[config.mk]
export PLATFORM = sky130hd
export DESIGN_NAME = rpi_serial_port
export DESIGN_NICKNAME = d
export VERILOG_FILES = /design/src/rtl/rpi_serial_port.sv
export SDC_FILE = /design/constraint.sdc
export NUM_CORES = 1
export LEC_CHECK = 0
export ABC_CLOCK_PERIOD_IN_PS = 1400
export CAP_MARGIN = 20
export CORE_ASPECT_RATIO = 0.7
export CORE_MARGIN = 2
export CORE_UTILIZATION = 50
export DETAILED_ROUTE_END_ITERATION = 8
export GPL_TIMING_DRIVEN = 0
export PLACE_DENSITY = 0.85
export SYNTH_ARGS = -nofsm -noshare
export SYNTH_HDL_FRONTEND = slang
export SYNTH_SLANG_ARGS = --single-unit
[constraint.sdc]
create_clock -name clk -period 1.4 [get_ports clk]
set_input_delay 0.42 -clock clk [delete_from_list [all_inputs] [get_ports clk]]
set_output_delay 0.42 -clock clk [all_outputs]
set_load 0.05 [all_outputs]
[src/rtl/rpi_serial_port.sv]
// rpi_serial_port: RPi-side TIPI serial register port, running entirely in the clk domain.
// Async RPi lines are synchronised; RD/RC are deserialised from the RPi, TD/TC serialised back.
module rpi_serial_port #(
    parameter int unsigned SYNC_STAGES = 2,
    parameter int unsigned WIDTH       = 8
) (
    input  logic             clk,
    input  logic             rst_n,
    input  logic             rpi_sclk,
    input  logic [1:0]       rpi_regsel,
    input  logic             rpi_sdata_out,
    input  logic             rpi_sle,
    input  logic [0:WIDTH-1] td_in,
    input  logic [0:WIDTH-1] tc_in,
    output logic             rpi_sdata_in,
    output logic [0:WIDTH-1] rd_out,
    output logic [0:WIDTH-1] rc_out,
    output logic             rd_strobe,
    output logic             rc_strobe,
    output logic             frame_err
);

    logic [SYNC_STAGES-1:0]      sclk_sync_q, sclk_sync_d;
    logic [SYNC_STAGES-1:0]      sle_sync_q, sle_sync_d;
    logic [SYNC_STAGES-1:0]      sdata_sync_q, sdata_sync_d;
    logic [SYNC_STAGES-1:0][1:0] regsel_sync_q, regsel_sync_d;
    logic                        sclk_hist_q, sclk_hist_d;
    logic                        sle_hist_q, sle_hist_d;
    logic [1:0]                  sclk_rise_pipe_q, sclk_rise_pipe_d;
    logic [1:0]                  sclk_fall_pipe_q, sclk_fall_pipe_d;
    logic [1:0]                  sle_rise_pipe_q, sle_rise_pipe_d;
    logic [0:WIDTH-1]            in_shift_q, in_shift_d;
    logic [0:WIDTH-1]            out_shift_q, out_shift_d;
    logic [3:0]                  bit_cnt_q, bit_cnt_d;
    logic [0:WIDTH-1]            rd_out_q, rd_out_d;
    logic [0:WIDTH-1]            rc_out_q, rc_out_d;
    logic                        rd_strobe_q, rd_strobe_d;
    logic                        rc_strobe_q, rc_strobe_d;
    logic                        frame_err_q, frame_err_d;
    logic                        rpi_sdata_in_q, rpi_sdata_in_d;
    logic                        sdata;
    logic [1:0]                  regsel;
    logic                        frame_bad;

    always_comb begin
        sclk_sync_d   = {sclk_sync_q[SYNC_STAGES-2:0], rpi_sclk};
        sle_sync_d    = {sle_sync_q[SYNC_STAGES-2:0], rpi_sle};
        sdata_sync_d  = {sdata_sync_q[SYNC_STAGES-2:0], rpi_sdata_out};
        regsel_sync_d = {regsel_sync_q[SYNC_STAGES-2:0], rpi_regsel};
        sclk_hist_d   = sclk_sync_q[SYNC_STAGES-1];
        sle_hist_d    = sle_sync_q[SYNC_STAGES-1];
        sdata         = sdata_sync_q[SYNC_STAGES-1];
        regsel        = regsel_sync_q[SYNC_STAGES-1];

        // Edge events ride two flops so every action lands SYNC_STAGES+2 clk after first sampling.
        sclk_rise_pipe_d = {sclk_rise_pipe_q[0], sclk_sync_q[SYNC_STAGES-1] & ~sclk_hist_q};
        sclk_fall_pipe_d = {sclk_fall_pipe_q[0], ~sclk_sync_q[SYNC_STAGES-1] & sclk_hist_q};
        sle_rise_pipe_d  = {sle_rise_pipe_q[0], sle_sync_q[SYNC_STAGES-1] & ~sle_hist_q};

        in_shift_d  = in_shift_q;
        out_shift_d = out_shift_q;
        bit_cnt_d   = bit_cnt_q;
        rd_out_d    = rd_out_q;
        rc_out_d    = rc_out_q;
        rd_strobe_d = 1'b0;
        rc_strobe_d = 1'b0;
        frame_err_d = frame_err_q;
        frame_bad   = 1'b0;

        if (sclk_rise_pipe_q[1]) begin
            in_shift_d = {in_shift_q[1:WIDTH-1], sdata};
            if (bit_cnt_q != 4'hF) begin
                bit_cnt_d = bit_cnt_q + 4'd1;
            end
        end
        if (sclk_fall_pipe_q[1]) begin
            out_shift_d = {out_shift_q[1:WIDTH-1], 1'b0};
        end

        // Commit sees the post-shift register and count, and a parallel load overrides a same-cycle shift.
        if (sle_rise_pipe_q[1]) begin
            frame_bad = (32'(bit_cnt_d) != WIDTH);
            bit_cnt_d = '0;
            case (regsel)
                2'b00: begin
                    rd_out_d    = in_shift_d;
                    rd_strobe_d = 1'b1;
                    if (frame_bad) frame_err_d = 1'b1;
                end
                2'b01: begin
                    rc_out_d    = in_shift_d;
                    rc_strobe_d = 1'b1;
                    if (frame_bad) frame_err_d = 1'b1;
                end
                2'b10:   out_shift_d = td_in;
                default: out_shift_d = tc_in;
            endcase
        end

        rpi_sdata_in_d = out_shift_d[0];
    end

    always_ff @(posedge clk) begin
        if (!rst_n) begin
            sclk_sync_q      <= '0;
            sle_sync_q       <= '0;
            sdata_sync_q     <= '0;
            regsel_sync_q    <= '0;
            sclk_hist_q      <= 1'b0;
            sle_hist_q       <= 1'b0;
            sclk_rise_pipe_q <= '0;
            sclk_fall_pipe_q <= '0;
            sle_rise_pipe_q  <= '0;
            in_shift_q       <= '0;
            out_shift_q      <= '0;
            bit_cnt_q        <= '0;
            rd_out_q         <= '0;
            rc_out_q         <= '0;
            rd_strobe_q      <= 1'b0;
            rc_strobe_q      <= 1'b0;
            frame_err_q      <= 1'b0;
            rpi_sdata_in_q   <= 1'b0;
        end else begin
            sclk_sync_q      <= sclk_sync_d;
            sle_sync_q       <= sle_sync_d;
            sdata_sync_q     <= sdata_sync_d;
            regsel_sync_q    <= regsel_sync_d;
            sclk_hist_q      <= sclk_hist_d;
            sle_hist_q       <= sle_hist_d;
            sclk_rise_pipe_q <= sclk_rise_pipe_d;
            sclk_fall_pipe_q <= sclk_fall_pipe_d;
            sle_rise_pipe_q  <= sle_rise_pipe_d;
            in_shift_q       <= in_shift_d;
            out_shift_q      <= out_shift_d;
            bit_cnt_q        <= bit_cnt_d;
            rd_out_q         <= rd_out_d;
            rc_out_q         <= rc_out_d;
            rd_strobe_q      <= rd_strobe_d;
            rc_strobe_q      <= rc_strobe_d;
            frame_err_q      <= frame_err_d;
            rpi_sdata_in_q   <= rpi_sdata_in_d;
        end
    end

    always_comb begin
        rpi_sdata_in = rpi_sdata_in_q;
        rd_out       = rd_out_q;
        rc_out       = rc_out_q;
        rd_strobe    = rd_strobe_q;
        rc_strobe    = rc_strobe_q;
        frame_err    = frame_err_q;
    end

endmodule

# --- Word level (Yosys, flattened, before mapping) ---
# Cells that the tools add are included.
totals:
  reg_bits: 58
  output_inout_bits: 20
op_classes:
  add_sub_neg: 1
  mux: 8
  n_eq_ne: 4
  n_bitwise: 7
  reduce_logical: 7
op_table:
  columns: ["cell", "count"]
  rows:
  - ["$mux W8", 3]
  - ["$pmux W8 S2", 1]
  - ["$mux W4", 2]
  - ["$ne A4 B4 Y1 const B", 2]
  - ["$reduce_and A2 Y1", 3]
  - ["$add A4 B1 Y4 const B", 1]
  - ["$not A1 Y1", 4]
  - ["$reduce_or A2 Y1", 2]
  - ["$and A1 B1 Y1", 3]
  - ["$reduce_and A3 Y1", 1]
  - ["$eq A2 B1 Y1 const B", 1]
  - ["$eq A2 B2 Y1 const B", 1]
  - ["$logic_not A2 Y1", 1]
  - ["$mux W1", 2]

# --- Logic depth before layout (Yosys ltp) ---
# Gate-level depths: netlist of the first run.
logic_depth:
  depth_word: 5
  mapped_depth: 6
  mapped_depth_nobuf: 5

# --- Worst setup path after synthesis of the first run ---
# OpenSTA, ideal clock, no wires.
synth_path:
  path_type: "register to register"
  from: "reg bit_cnt_q[0]"
  to: "reg frame_err_q (netlist: frame_err)"
  t_arrival_ns: 1.075
  period_less_slack_ns: 1.199
  n_path_buf: 0
  setup_time_ns: 0.124
  path_stages_with_launch: 6
  slack_ns: 0.201
  path_cell_list: "dfxtp_1 -> ha_1 -> nand3_1 -> nand2_1 -> mux2i_1 -> a31oi_1"
synth_between:
  elab_chain_cells: 5
  word_cells_on_any_way: 6
  classes_between: "1 x add/sub; 2 x eq/ne; 2 x mux; 1 x reduce/logical"
synth_lines:
  columns: ["item", "line", "text"]
  rows:
  - ["from (decl)", "34", "logic [3:0] bit_cnt_q, bit_cnt_d;"]
  - ["from (signal assigned)", "135", "bit_cnt_q <= bit_cnt_d;"]
  - ["$add A4 B1 Y4 / $ne A4 B4 Y1 (equally long branches)", "73, 72", null]
  - ["$mux W4", "72", "if (bit_cnt_q != 4'hF) begin"]
  - ["$mux W4 *", "70", "if (sclk_rise_pipe_q[1]) begin"]
  - ["$ne A4 B4 Y1 *", "82", "frame_bad = (32'(bit_cnt_d) != WIDTH);"]
  - ["$reduce_and A3 Y1 (no line) *", null, null]
  - ["to (signal assigned)", "140", "frame_err_q <= frame_err_d;"]
  - ["to (decl)", "39", "logic frame_err_q, frame_err_d;"]
# Mark *: on every way between the ends. The rest lies on a longest branch, timed or not.
# A chain may end at the register's enable or synchronous reset.

# --- Worst setup path in the final report of the first run ---
layout_path:
  from: "reg rc_out_q, in the netlist rc_out[7]"
  to: "out rc_out[7] in the netlist's numbering"
layout_lines:
  columns: ["item", "line", "text"]
  rows:
  - ["from (decl)", "36", "logic [0:WIDTH-1] rc_out_q, rc_out_d;"]
  - ["from (signal assigned)", "137", "rc_out_q <= rc_out_d;"]
  - ["to (decl)", "17", "output logic [0:WIDTH-1] rc_out,"]
# No word-level cell between the ends.

==> metrics, run 1 <==
status=completed; crit-path cells=clkbuf_4; Post-Synth XOR/XNOR Area=0.00413; DRC errors left=0; WL/cell=13.4 microns; Yosys top cell by area=dfxtp_1; vias per cell=5.04; maximum vdd drop=932 uV; Clock Tree Buf Depth=2; Max stage delay on crit path=0.36 ns; Int Power=2.47 mW; DRT Pass-1 Iters=4; r2r endpoint=rc_out[1]; Core Area=0.00399 sq mm; Clk pin slew, worst setup/hold paths=0.06 ns; CP endpoint kind=output port; Worst Path Buf+Inv=1; Port Buffers=42; Final Cycle Share=0.965; ANT cells=0; RR Startpoint=sclk_rise_pipe_q[1]; post-synthesis sequential area ratio=0.538; area delta synth->final=28.8%; WP data arrival=0.93 ns; cts hold-fix bufs=0; worst-skew pair later-pin latency=0.33 ns; sequential share of power=0.519; post-synth top area share=0.538; Die ar.=0.00478 sq mm; R2R depth=4; worst-path maximum fanout=2; crit path launch type=register; first-pass GRT wire length=6.78 mm; Routed WL=4.04 mm; Area contributors post-synth=dfxtp_1 (54%), mux2i_1 (11%), o211a_1 (7.6%); CP delay by family, top=flip-flops; FF+latch count, synth=57; Rows=19; dpl ws=-0.391 ns; # placed instances=286; post-CTS setup buffer count=0; vias in the first global route=1524; Simple-Gate Fraction of Synth Area=0.169; Clock power frac=0.424; Fmax=740 MHz; Die Y-Extent=58.5 microns; Synth Net Count=216; Cells after Synth=192; count of cell types in the netlist=32; Post-CTS Resized=101; initial antenna violation count=0; Worst Hold Endpoint=sle_rise_pipe_q[0]; mux contribution to synthesized area=0.119; largest family of logic cells by synthesized area=simple AND/OR/NAND/NOR gates; worst hold slack=0.382 ns; Worst Min Path Start=sle_hist_q; Max-cap violations=0; GRT Residual Overflow=0; Adder-Cell Fraction of Synth Area=0.00590; Worst Hold Path Cells=1; clk sinks=57; Num CTS Buffers=9; H-tree depth=3; R2R Setup Slk=0.12 ns; Post-Layout Cell Count=302; DP HPWL=2.93 mm; Pwr Density=1170 mW/mm^2; total power=3.20 mW; Crit Path Class=reg -> out; WP data required=0.98 ns; Worst Tran Pin Value=0.303 ns; Sw Share=0.225; GP Congestion=0.707; TritonCTS clock tree=built; post-synthesis compound-gate area fraction=0.114; CP max-delay cell=dfxtp_1; crit path time final=1.35 ns; clock root buffer=clkbuf_8; Top Ports=43; net switching power=0.720 mW; overall routing resource usage=0.194; Die X=81.8 microns; final core utilization=0.684; Post-DRT Antenna Nets=0; Hold Path Class=reg -> reg; Final nets=269; Pleak=1.25 nW; number of hold violations in the final report=0; Avg Inst Size Synth=11.0 sq um; synthesized area=0.00212 sq mm; combinational share of power=0.057; Slew Limit Fails=0; via count=1521; largest net degree at the start of global routing=11; Max transition margin=0.792; clock skew=0.00463 ns; Ys Warns=0; RSZ-0062 raised after global routing=no; final setup vio count=0; 1st-iter DRT viols=35; layout cells sized above 1=0.232; min setup slack post-route=0.0483 ns; Initial Utilization=0.531
==> cell families after synthesis <==
family                   Yosys count
AO/OA/AOI/OAI                     29
flip-flops                        57
adder cells (fa/ha/maj)            1
XOR/XNOR                           1
multiplexers                      25
AND/OR/NAND/NOR                   65
buffers and inverters             14
==> final cells by class <==
type                    count  area [sq um]
repair buffers             42           335
flip-flops and latches     57          1140
inverters                   2          7.51
multi-input cells         121           895
fillers                   318          1260
clock buffers              11           151
well taps                  52          65.1
plain buffers              12           103
clock inverters             5          30.0
==> how the worst max path moves through the flow <==
stage | slack, ns | depth (start not counted) | from | endpoint
final | 0.05 | 1 | rc_out[7] | rc_out[7]
after global routing | 0.0002 | 1 | frame_err | frame_err
after CTS | 0.003 | 1 | rc_out[7] | rc_out[7]
after detailed placement | -0.39 | 4 | rst_n | rc_out[7]
after global placement | -0.38 | 4 | rst_n | rc_out[3]
after floorplan | 0.20 | 5 | bit_cnt_q[0] | frame_err
==> power groups by stage <==
stage | Clock [mW] | Sequential (mW) | Combinational (mW)
after detailed placement | 0 | 1.69 | 0.185
after CTS | 1.39 | 1.66 | 0.180
final | 1.36 | 1.66 | 0.181
after floorplan | 0 | 1.71 | 0.0729
after global routing | 1.47 | 1.66 | 0.198
after global placement | 0 | 1.69 | 0.181
==> per-stage QoR <==
step           TNS (ns)  cell area [sq um]
2_1_floorplan         0               2120
3_3_place_gp     -15.38               2610
3_5_place_dp     -17.20               2610
4_1_cts               0               2690
5_1_grt               0               2730
6_report              0               2730
==> registers in the layout (all words and copies together) (netlist names) <==
register and flops:
rc_strobe 1, sclk_hist_q 1, rd_strobe 1, sdata_sync_q 2, regsel_sync_d 2, rd_out 8, sle_hist_q 1, sclk_sync_q 2
sle_rise_pipe_q 2, sclk_rise_pipe_q 2, sclk_fall_pipe_q 2, in_shift_q 8, regsel 2, rc_out 8, bit_cnt_q 4, out_shift_q 8
sle_sync_q 2, frame_err 1
==> cells in the final DEF (no fill, tap or decap), types with 3 or more instances in the layout <==
cell,count
dfxtp_1,55
mux2i_1,23
clkdlybuf4s50_1,22
nand2_1,20
and2_1,18
o211a_1,16
buf_2,15
clkbuf_8,11
nor2b_1,10
o22ai_1,7
clkbuf_4,6
clkbuf_2,5
nor2_1,5
o21ai_0,3
clkinv_2,3
==> cells in the mapped netlist, drive strengths merged <==
library cell,instances
dfxtp,57
mux2i,24
nand2,21
and2,18
o211a,16
nor2b,12
buf,7
o22ai,7
clkbuf,5
nor2,5
o21ai,3
inv,2
nand3,2
nand3b,2
a211oi,1
a31o,1
a31oi,1
and3,1
ha,1
mux2,1
nand2b,1
nand4,1
nor3,1
nor3b,1
xor2,1
==> per-layer routing <==
layer,up-vias,wire length [microns],global-route usage,part of all wire
met5,-,0,0,0
met3,6,342,0.0905,0.085
met1,698,1890,0.247,0.47
met2,45,1760,0.294,0.44
li1,772,-,-,-
met4,0,42,0.0643,0.010
No activity file was read; power rests on OpenSTA's default activity.
==> run 2, diff against run 1 <==
--- a/config.mk
+++ b/config.mk
@@ -9,10 +9,11 @@
 export CAP_MARGIN = 20
 export CORE_ASPECT_RATIO = 0.7
 export CORE_MARGIN = 2
-export CORE_UTILIZATION = 50
+export CORE_UTILIZATION = 52
+export CTS_BUF_LIST = sky130_fd_sc_hd__clkbuf_4 sky130_fd_sc_hd__clkbuf_8
 export DETAILED_ROUTE_END_ITERATION = 8
 export GPL_TIMING_DRIVEN = 0
-export PLACE_DENSITY = 0.85
+export PLACE_DENSITY = 0.88
 export SYNTH_ARGS = -nofsm -noshare
 export SYNTH_HDL_FRONTEND = slang
 export SYNTH_SLANG_ARGS = --single-unit
==> run 2 against run 1 <==
  * Cell count stayed put
  * Clock power is 37% higher
  * First-iteration DRC count is 37% lower
  * Register-to-register slack hardly changed
  * Via count is 0.20% higher
  * Die area is 3.6% lower
  * Sequential power hardly changed
  * Critical path type unchanged
==> metrics, run 2 (same netlist as run 1, synthesis figures left out) <==
status=completed (unchanged); # placed instances=286 (unchanged); Die ar.=0.00461 sq mm (was 0.00478 sq mm); Final nets=269 (unchanged); Post-CTS Resized=101 (unchanged); number of hold violations in the final report=0 (unchanged); Crit Path Class=reg -> out (unchanged); DRC errors left=0 (unchanged); Final Cycle Share=0.971 (was 0.965); vias in the first global route=1445 (was 1524); GP Congestion=0.741 (was 0.707); Hold Path Class=reg -> reg (unchanged); crit path time final=1.36 ns (was 1.35 ns); Top Ports=43 (unchanged); Num CTS Buffers=9 (unchanged); Initial Utilization=0.540 (was 0.531); CP delay by family, top=flip-flops (unchanged); crit path launch type=register (unchanged); Core Area=0.00392 sq mm (was 0.00399 sq mm); worst-path maximum fanout=2 (unchanged); final setup vio count=0 (unchanged); CP endpoint kind=output port (unchanged); Pleak=1.28 nW (was 1.25 nW); WP data required=0.98 ns (about the same); initial antenna violation count=0 (unchanged); maximum vdd drop=1110 uV (was 932 uV); via count=1524 (was 1521); Rows=19 (unchanged); WP data arrival=0.94 ns (was 0.93 ns); TritonCTS clock tree=built (unchanged); design area=0.00281 sq mm (was 0.00273 sq mm); Slew Limit Fails=0 (unchanged); Max-cap violations=0 (unchanged); Post-DRT Antenna Nets=0 (unchanged); Worst Tran Pin Value=0.319 ns (was 0.303 ns); Port Buffers=42 (unchanged); final core utilization=0.716 (was 0.684); Fmax=736 MHz (was 740 MHz); overall routing resource usage=0.200 (was 0.194); post-CTS setup buffer count=0 (unchanged); crit-path cells=buf_2 (was clkbuf_4); worst-skew pair later-pin latency=0.33 ns (about the same); post-placement cell area=0.00261 sq mm (unchanged); clk sinks=57 (unchanged); DRT Pass-1 Iters=4 (unchanged); Fin Setup TNS=0 ns (unchanged); GRT Residual Overflow=0 (unchanged); Clock Tree Buf Depth=2 (unchanged); H-tree depth=3 (unchanged); vias per cell=5.05 (was 5.04); min setup slack post-route=0.0404 ns (was 0.0483 ns); layout cells sized above 1=0.240 (was 0.232); Max stage delay on crit path=0.34 ns (was 0.36 ns); CP max-delay cell=dfxtp_1 (unchanged); DP HPWL=2.73 mm (was 2.93 mm); # fillers=289 (was 318); 1st-iter DRT viols=22 (was 35); clock skew=0.00650 ns (was 0.00463 ns); first-pass GRT wire length=6.73 mm (was 6.78 mm); worst hold slack=0.385 ns (was 0.382 ns); dpl ws=-0.374 ns (was -0.391 ns); total power=3.70 mW (was 3.20 mW); Routed WL=4.10 mm (was 4.04 mm); Post-Layout Cell Count=302 (unchanged); leading cell type in the layout, fill and taps excluded=dfxtp_1 (unchanged); clock root buffer=clkbuf_8 (unchanged); Die X=80.3 microns (was 81.8 microns); cts hold-fix bufs=0 (unchanged); area delta synth->final=32.6% (was 28.8%); Clk pin slew, worst setup/hold paths=0.06 ns (about the same); most frequent cells in the layout=dfxtp_1 (55), clkdlybuf4s50_1 (22), mux2i_1 (20), nand2_1 (20), and2_1 (18) (was dfxtp_1 (55), mux2i_1 (23), clkdlybuf4s50_1 (22), nand2_1 (20), and2_1 (18)); RSZ-0062 raised after global routing=no (unchanged); ANT cells=0 (unchanged); largest net degree at the start of global routing=11 (unchanged); Worst Path Buf+Inv=1 (unchanged); WL/cell=13.6 microns (was 13.4 microns); Max transition margin=0.781 (was 0.792); Pwr Density=1320 mW/mm^2 (was 1170 mW/mm^2); Die Y-Extent=57.4 microns (was 58.5 microns)
[run 2: cell count changes in the layout (fill, tap and decap cells not counted), sizes merged]
cell      change
clkinv        -2
clkbuf        -2
clkinvlp      -1
bufinv        +3
buf           +2
[run 2: metal layers]
layer / track usage / wire, microns / part of all wire / up-vias
li1: - / - / - / 767
met1: 0.257 / 1880 / 0.46 / 694
met2: 0.293 / 1830 / 0.45 / 58
met3: 0.112 / 346 / 0.084 / 5
met4: 0.0508 / 33 / 0.0081 / 0
met5: 0 / 0 / 0 / -
[run 2: worst register-to-register path: cells and delay by family, from the launching register on]
family | cells | cell delay (ns)
flip-flops | 1 | 0.39
multiplexers | 1 | 0.35
buffers and inverters | 1 | 0.20
AO/OA/AOI/OAI | 1 | 0.14
AND/OR/NAND/NOR | 1 | 0.09
[run 2: cell type report]
type	count	area (sq um)	share of cell area
flip-flops and latches	57	1150	0.408
plain buffers	12	105	0.0374
multi-input cells	121	906	0.322
clock inverters	5	103	0.0365
clock buffers	11	145	0.0516
inverters	2	7.51	0.00267
well taps	52	65.1	0.0232
repair buffers	42	333	0.118
[run 2: power breakdown]
part	internal, mW	leakage [nW]	switching (mW)
sequential	1.65	0.463	0.0115
combinational	0.100	0.693	0.0816
clock	1.25	0.123	0.612
[run 2: worst paths after layout]
check	from	endpoint	slack [ns]	cells past startpoint
worst min register to register	sle_hist_q	sle_rise_pipe_q[0]	0.39	1
worst min-delay path	sle_hist_q	sle_rise_pipe_q[0]	0.39	1
worst max-delay path	rc_out[5]	rc_out[5]	0.04	1
worst max register to register	sclk_rise_pipe_q[1]	rd_out[1]	0.12	4
